`config.mk`:
```
export PLATFORM = sky130hd
export DESIGN_NAME = ex_mem_stage
export DESIGN_NICKNAME = d
export VERILOG_FILES = /design/src/rtl/ex_mem_stage_pkg.sv /design/src/rtl/ex_mem_stage_ccr_unit.sv /design/src/rtl/ex_mem_stage.sv
export SDC_FILE = /design/constraint.sdc
export NUM_CORES = 1
export LEC_CHECK = 0
export BUFFER_PORTS_ARGS = -buffer_cell sky130_fd_sc_hd__buf_2
export CELL_PAD_IN_SITES_DETAIL_PLACEMENT = 1
export CELL_PAD_IN_SITES_GLOBAL_PLACEMENT = 1
export CORE_ASPECT_RATIO = 1.4
export CORE_UTILIZATION = 30
export DETAILED_ROUTE_END_ITERATION = 10
export PLACE_DENSITY_LB_ADDON = 0.1
export SETUP_SLACK_MARGIN = 0.5
export SLEW_MARGIN = 20
export SYNTH_ARGS = -nofsm -noshare
export SYNTH_HDL_FRONTEND = slang
export SYNTH_SLANG_ARGS = --single-unit
```
`constraint.sdc`:
```
create_clock -name clk -period 1.6 [get_ports clk]
set_clock_uncertainty 0.1 [all_clocks]
set_input_delay 0 -clock clk [delete_from_list [all_inputs] [get_ports clk]]
set_output_delay 0 -clock clk [all_outputs]
set_load 0.005 [all_outputs]
```
`src/rtl/ex_mem_stage_pkg.sv`:
```
// Shared constants and helpers for the EX/MEM pipeline stage.
package ex_mem_stage_pkg;

    localparam int unsigned FLAG_W     = 3;
    localparam int unsigned CCR_C      = 2;
    localparam int unsigned CCR_S      = 1;
    localparam int unsigned CCR_Z      = 0;
    localparam int unsigned DATA_W_DEF = 32;
    localparam int unsigned REG_AW_DEF = 5;

    // Merge new flag values into the current CCR wherever the mask bit is set.
    function automatic logic [FLAG_W-1:0] maskMerge(
        input logic [FLAG_W-1:0] cur,
        input logic [FLAG_W-1:0] nxt,
        input logic [FLAG_W-1:0] mask
    );
        return (cur & ~mask) | (nxt & mask);
    endfunction

endpackage

```
`src/rtl/ex_mem_stage_ccr_unit.sv`:
```
// Condition-code register with a one-deep shadow for interrupt entry / RTI.
module ccr_unit
    import ex_mem_stage_pkg::*;
(
    input  logic              clk,
    input  logic              rstN,
    input  logic              update,
    input  logic [FLAG_W-1:0] flagMask,
    input  logic [FLAG_W-1:0] flagsIn,
    input  logic              intSave,
    input  logic              rtiRestore,
    output logic [FLAG_W-1:0] ccr
);

    logic [FLAG_W-1:0] shadow;
    logic [FLAG_W-1:0] ccrNext;

    // Next CCR: masked ALU update, overridden entirely by an RTI restore.
    always_comb begin
        ccrNext = ccr;
        if (update) begin
            ccrNext = maskMerge(ccr, flagsIn, flagMask);
        end
        if (rtiRestore) begin
            ccrNext = shadow;
        end
    end

    // CCR and shadow registers; shadow samples the pre-edge CCR so save+restore swaps.
    always_ff @(posedge clk or negedge rstN) begin
        if (!rstN) begin
            ccr    <= '0;
            shadow <= '0;
        end else begin
            ccr <= ccrNext;
            if (intSave) begin
                shadow <= ccr;
            end
        end
    end

endmodule

```
`src/rtl/ex_mem_stage.sv`:
```
// EX/MEM pipeline stage: handshake, payload registers, HI register and CCR.
module ex_mem_stage
    import ex_mem_stage_pkg::*;
#(
    parameter int unsigned DATA_W = DATA_W_DEF,
    parameter int unsigned REG_AW = REG_AW_DEF
) (
    input  logic              clk,
    input  logic              rstN,
    input  logic              inValid,
    output logic              inReady,
    input  logic [DATA_W-1:0] aluResult,
    input  logic [DATA_W-1:0] aluResultExt,
    input  logic              carryIn,
    input  logic              signIn,
    input  logic              zeroIn,
    input  logic [FLAG_W-1:0] flagMask,
    input  logic              hiWrite,
    input  logic [REG_AW-1:0] rdIn,
    input  logic              regWriteIn,
    input  logic              memReadIn,
    input  logic              memWriteIn,
    input  logic [DATA_W-1:0] storeDataIn,
    input  logic              flush,
    input  logic              intSave,
    input  logic              rtiRestore,
    output logic              outValid,
    input  logic              outReady,
    output logic [DATA_W-1:0] resultOut,
    output logic [DATA_W-1:0] storeDataOut,
    output logic [REG_AW-1:0] rdOut,
    output logic              regWriteOut,
    output logic              memReadOut,
    output logic              memWriteOut,
    output logic [FLAG_W-1:0] ccr,
    output logic [DATA_W-1:0] hiOut,
    output logic              fwdValid,
    output logic [REG_AW-1:0] fwdRd,
    output logic [DATA_W-1:0] fwdData
);

    logic              accept;
    logic [FLAG_W-1:0] flagsIn;

    assign inReady = !outValid || outReady;
    assign accept  = inValid && inReady && !flush;

    assign fwdValid = outValid && regWriteOut;
    assign fwdRd    = rdOut;
    assign fwdData  = resultOut;

    // Pack ALU flags into CCR bit order.
    always_comb begin
        flagsIn        = '0;
        flagsIn[CCR_C] = carryIn;
        flagsIn[CCR_S] = signIn;
        flagsIn[CCR_Z] = zeroIn;
    end

    // Valid bit: flush beats accept, accept beats drain.
    always_ff @(posedge clk or negedge rstN) begin
        if (!rstN) begin
            outValid <= 1'b0;
        end else if (flush) begin
            outValid <= 1'b0;
        end else if (accept) begin
            outValid <= 1'b1;
        end else if (outReady) begin
            outValid <= 1'b0;
        end
    end

    // Payload registers load only on accept and otherwise hold.
    always_ff @(posedge clk or negedge rstN) begin
        if (!rstN) begin
            resultOut    <= '0;
            storeDataOut <= '0;
            rdOut        <= '0;
            regWriteOut  <= 1'b0;
            memReadOut   <= 1'b0;
            memWriteOut  <= 1'b0;
        end else if (accept) begin
            resultOut    <= aluResult;
            storeDataOut <= storeDataIn;
            rdOut        <= rdIn;
            regWriteOut  <= regWriteIn;
            memReadOut   <= memReadIn;
            memWriteOut  <= memWriteIn;
        end
    end

    // HI register written by accepted instructions that produce a high product.
    always_ff @(posedge clk or negedge rstN) begin
        if (!rstN) begin
            hiOut <= '0;
        end else if (accept && hiWrite) begin
            hiOut <= aluResultExt;
        end
    end

    ccr_unit uCcr (
        .clk        (clk),
        .rstN       (rstN),
        .update     (accept),
        .flagMask   (flagMask),
        .flagsIn    (flagsIn),
        .intSave    (intSave),
        .rtiRestore (rtiRestore),
        .ccr        (ccr)
    );

endmodule

```
# Word-level counts from Yosys, hierarchy flattened
# Cells that the tools add are included.
[word_totals]
output_inout_bits = 147
register_bits = 111
input_bits = 118
elab_cells = 28
[classes]
n_bitwise = 4
mux = 5
reduce_logical = 9
[op_table]
columns = ["cell", "count"]
rows = [
  ["$and A3 B3 Y3", 2],
  ["$mux W3", 2],
  ["$logic_and A1 B1 Y1", 4],
  ["$mux W1", 3],
  ["$not A3 Y3", 1],
  ["$or A3 B3 Y3", 1],
  ["$reduce_bool A3 Y1", 1],
  ["$logic_not A1 Y1", 2],
  ["$reduce_bool A2 Y1", 1],
  ["$logic_or A1 B1 Y1", 1],
]

# Longest topological paths before layout
[depth]
ltp_word = 6
mapped_depth = 6
ltp_nobuf = 3

# By module
# Synthesis repeated with hierarchy kept, for this count alone.
[unflattened]
hier_cells = 285
area_unflattened_um2 = 4859.7
[modules_own_cells]
columns = ["module", "area_per_inst_um2", "cells_each", "n_inst"]
rows = [
  ["ex_mem_stage", 4589.4, 264, 1],
  ["ccr_unit", 270.3, 21, 1],
]

# Least setup slack after synthesis
# Ideal clock, no wire load.
[synth_path]
path_type = "register -> register"
from = "register outValid"
to = "register resultOut[0] (netlist: fwdData[0])"
t_arrival_ns = 1.315
required_time_ns = 1.375
path_buffers = 3
stages_incl_launch_ff = 7
period_less_slack_ns = 1.540
slack_ns = 0.060
setup_ns = 0.125
path_cell_list = "dfrtp_1 nand2b_4 buf_6 and2_4 buf_12 buf_12 mux2_4"
[synth_via]
elab_chain_len = 4
[synth_rtl]
columns = ["element", "line_no", "rtl"]
rows = [
  ["from (decl)", "ex_mem_stage.sv:27", "output logic outValid,"],
  ["from (signal assigned)", "ex_mem_stage.sv:63", "outValid <= 1'b0;"],
  ["from (signal assigned)", "ex_mem_stage.sv:65", "outValid <= 1'b0;"],
  ["from (signal assigned)", "ex_mem_stage.sv:67", "outValid <= 1'b1;"],
  ["$logic_not A1 Y1", "ex_mem_stage.sv:45", "assign inReady = !outValid || outReady;"],
  ["$logic_or A1 B1 Y1", "ex_mem_stage.sv:45", ""],
  ["named net inReady", "ex_mem_stage.sv:11", "output logic inReady,"],
  ["$logic_and A1 B1 Y1 (2 in series)", "ex_mem_stage.sv:46", "assign accept = inValid && inReady && !flush;"],
  ["to (signal assigned)", "ex_mem_stage.sv:83", "resultOut <= aluResult;"],
  ["to (decl)", "ex_mem_stage.sv:29", "output logic [DATA_W-1:0] resultOut,"],
]
# The timed path passes the listed nets, and every way through them passes these cells.
# A chain may end at the register's enable or synchronous reset.

# Worst setup path in the final report
[layout_path]
from = "register outValid"
to = "register storeDataOut[16]"
[layout_via]
elab_chain_len = 4
[layout_rtl]
columns = ["element", "line_no", "rtl"]
rows = [
  ["$logic_not A1 Y1", "ex_mem_stage.sv:45", ""],
  ["$logic_or A1 B1 Y1", "ex_mem_stage.sv:45", ""],
  ["$logic_and A1 B1 Y1 (2 in series)", "ex_mem_stage.sv:46", ""],
  ["to (signal assigned)", "ex_mem_stage.sv:84", "storeDataOut <= storeDataIn;"],
  ["to (decl)", "ex_mem_stage.sv:30", "output logic [DATA_W-1:0] storeDataOut,"],
]
# Every way passes these cells.

==> flow_metrics.py <==
metrics = {
    "power_and_ir_drop": {
        "switching_share_pct": 26.1,
        "power_frac_seq_pct": 45.2,
        "switchingPower_uw": 2110,
        "irDropWorstVdd_mv": 0.515,
        "p_leak_uw": 0.00393,
        "p_per_area_nw_per_um2": 1040,
        "p_int_uw": 5980,
        "clkPwrFrac_pct": 27.9,
        "combinationalPowerShare_pct": 26.9,
    },
    "yosys": {
        "synth-async-reset-ratio_pct": 100,
        "ys_ff_latch": 111,
        "ys_types": 19,
        "synth_top_area_share_pct": 57.1,
        "synth_cells": 289,
        "synth_edf_count": 0,
        "synth_top_area_cell": "dfrtp_1",
        "yosys_most_used_dff": "dfrtp_1",
        "synth_common_cells": "111 x dfrtp_1, 70 x mux2_4, 37 x buf_4",
        "synthTopCellsByArea": "dfrtp_1 57%, mux2_4 22%, mux2_2 8.1%",
        "synth_fp_nets": 407,
        "synth_warnings": 0,
        "ys_seq_area_share_pct": 57.1,
        "synth.most_common_cell": "dfrtp_1",
        "synthesis.area_um2": 4870,
        "syn_area_per_cell_um2": 16.8,
    },
    "floorplanning": {
        "fp.coreArea_um2": 15700,
        "row_count": 54,
        "start_util_pct": 30.9,
        "fp.dieW_um": 110,
        "io_pins": 265,
        "die_h_um": 153,
        "dieArea_um2": 16700,
    },
    "grt": {
        "grt_start_max_net_pins": 48,
        "grt_pass1_wl_um": 21200,
        "grtUsageTotal_pct": 16.5,
        "grt_pass1_vias": 4080,
        "antenna_found_initial": 0,
        "overflow": 0,
    },
    "sta": {
        "finalSetupViolCount": 0,
        "whs_ns": 0.0150,
        "fin_setup_tns_ns": 0,
        "worst_slew_pin_slew_ns": 0.337,
        "slew-limit-headroom_pct": 77.5,
        "slew_violations": 0,
        "fmax_mhz": 666,
        "rsz0062_at_grt": "true",
        "period_minus_slack_ns": 1.50,
        "hold_viol": 0,
        "fin_crit_sh_pct": 93.8,
    },
    "setup_path": {
        "regToRegEndpoint": "storeDataOut[16]",
        "cp_cell_sequence": "nand2b_4 -> and2_4 -> buf_12 -> mux2_4",
        "required_ns": 1.73,
        "criticalPathCategory": "flip-flop to flip-flop",
        "startpoint": "outValid",
        "arrival_ns": 1.63,
        "reg2reg_from": "outValid",
        "crit_path_start_kind": "flip-flop",
        "cp_slowest_cell": "dfrtp_1",
        "critPathCapture": "storeDataOut[16]",
        "r2r_setup_slack_ns": 0.1,
        "endpoint_kind": "flip-flop",
        "worst-r2r-cell-count": 4,
        "worst-path-max-fanout": 25,
        "critPathMaxStageDelay_ns": 0.41,
    },
    "routing": {
        "vias": 3650,
        "remaining_drc_errors": 0,
        "wirelength_um": 13900,
        "drt_pre_antenna_iters": 4,
        "drt-initial-drc-count": 78,
        "avgRoutedWirePerCell_um": 16.4,
        "final_antenna_net_count": 0,
        "via_per_inst": 4.31,
    },
    "run_status": {
        "outcome": "finished, final reports clean",
    },
    "layout": {
        "final_net_count": 763,
        "area_growth_pct": 59.5,
        "fill_cells": 1657,
        "antenna_cells": 0,
        "drive_gt1_share_pct": 62.0,
    },
    "cts": {
        "clk_path_buf_depth": 2,
        "clk_latency_ns": 0.34,
        "cts_sinks": 111,
        "cts_tree": "done",
        "cts-buffers-inserted": 9,
        "h-tree-depth": 3,
        "root_buffer": "clkbuf_16",
        "cts.clk_slew.worst_paths_ns": 0.07,
    },
    "place": {
        "dp_hpwl_um": 8780,
        "numPortBuffers": 264,
        "gp_congestion": 0.660,
    },
    "min_path": {
        "min_path_type": "primary input to asynchronous set/reset pin",
    },
    "run": {
        "maxCapViolCount": 0,
    },
}
worst min path at each step:
stage | to | slack [ns] | cells after the start
after floorplan | asynchronous set/reset pin | -0.40 | 0
after global routing | fwdData[18] | 0.03 | 2
final | fwdData[18] | 0.01 | 2
after global placement | fwdData[18] | -0.17 | 1
after detailed placement | fwdData[18] | -0.17 | 1
after CTS | fwdData[18] | 0.004 | 2
power groups by stage:
| stage | combinational (uW) | clock, uW | sequential [uW] |
|---|---|---|---|
| floorplan | 1060 | 0 | 3710 |
| CTS | 2130 | 2340 | 3650 |
| finish | 2180 | 2260 | 3660 |
| global route | 2370 | 2450 | 3730 |
| global placement | 1840 | 0 | 3680 |
| detailed placement | 1860 | 0 | 3700 |
timing repair:
action                                 in CTS  in global routing
endpoints found under the hold margin     222                  0
gates cloned                                2                  1
resized for setup                           7                 17
hold buffers                              115                  0
buffers inserted                            3                  1
setup endpoints to repair                 109                111
placed cells by master, fill, tap and decap left out:
| cell | synthesis | final |
|---|---|---|
| a21oi_2 | 0 | 1 |
| a31oi_1 | 3 | 3 |
| and2_1 | 1 | 1 |
| and2_4 | 1 | 1 |
| and2b_4 | 1 | 1 |
| and4_1 | 3 | 3 |
| buf_12 | 8 | 8 |
| buf_16 | 0 | 2 |
| buf_2 | 3 | 262 |
| buf_4 | 37 | 3 |
| buf_6 | 1 | 3 |
| bufinv_16 | 0 | 1 |
| clkbuf_1 | 0 | 3 |
| clkbuf_16 | 0 | 10 |
| clkinv_4 | 0 | 1 |
| clkinvlp_4 | 0 | 1 |
| dfrtp_1 | 111 | 111 |
| dlygate4sd3_1 | 0 | 115 |
| inv_1 | 4 | 4 |
| inv_6 | 0 | 1 |
| mux2_1 | 2 | 1 |
| mux2_2 | 35 | 22 |
| mux2_4 | 70 | 84 |
| nand2b_1 | 3 | 3 |
| nand2b_4 | 1 | 1 |
| nand3_4 | 0 | 1 |
| o31a_1 | 3 | 3 |
state kept, by name (all words and copies together), names as in the netlist, named ones only:
register      count
hiOut            32
regWriteOut       1
memReadOut        1
outValid          1
fwdData          32
fwdRd             5
uCcr.shadow       3
memWriteOut       1
storeDataOut     32
cells by family (layout without fill, tap and decap cells):
| logic type | after synthesis | in the layout | synth area share, % |
|---|---|---|---|
| flip-flops | 111 | 111 | 57.1 |
| AND/OR/NAND/NOR | 11 | 11 | 1.93 |
| multiplexers | 107 | 107 | 30.1 |
| buffers and inverters | 53 | 414 | 9.84 |
| AO/OA/AOI/OAI | 7 | 7 | 1.03 |
metal layers:
| metal | track usage [%] | vias up | part of all wire (%) | wire length [um] |
|---|---|---|---|---|
| li1 | - | 1664 | - | - |
| met1 | 18.0 | 1813 | 38 | 5260 |
| met2 | 29.8 | 159 | 53 | 7410 |
| met3 | 5.09 | 14 | 7.2 | 998 |
| met4 | 5.27 | 0 | 1.4 | 197 |
| met5 | 0 | - | 0 | 0 |
per-stage QoR:
stage | worst slack [ns] | instance area (um2) | utilization, % | instances | power, uW
after floorplan | 0.0606 | 4890 | - | 289 | 4770
after global placement | 0.140 | 6110 | 38.8 | 708 | 5520
after detailed placement | 0.102 | 6110 | 38.8 | 708 | 5560
after CTS | 0.111 | 7660 | 48.7 | 844 | 8120
after global routing | 0.0542 | 7760 | 49.3 | 846 | 8560
final | 0.0996 | 7760 | 49.3 | 846 | 8090
cell type report:
class | instances | area, um2 | area share [%]
timing repair buffer | 394 | 2760 | 35.5
sequential | 111 | 2780 | 35.8
clock inverter | 4 | 55.1 | 0.709
multi-input combinational | 125 | 1680 | 21.6
clock buffer | 12 | 236 | 3.05
tap | 196 | 245 | 3.16
inverter | 4 | 15.0 | 0.193
critical path, delay by kind of cell, from the launching register on:
family / cells / cell delay (ns)
and+or+nand+nor: 2 / 0.29
buffers and inverters: 1 / 0.23
DFF: 1 / 0.41
muxes: 1 / 0.33
No activity file was read; power rests on OpenSTA's default activity.
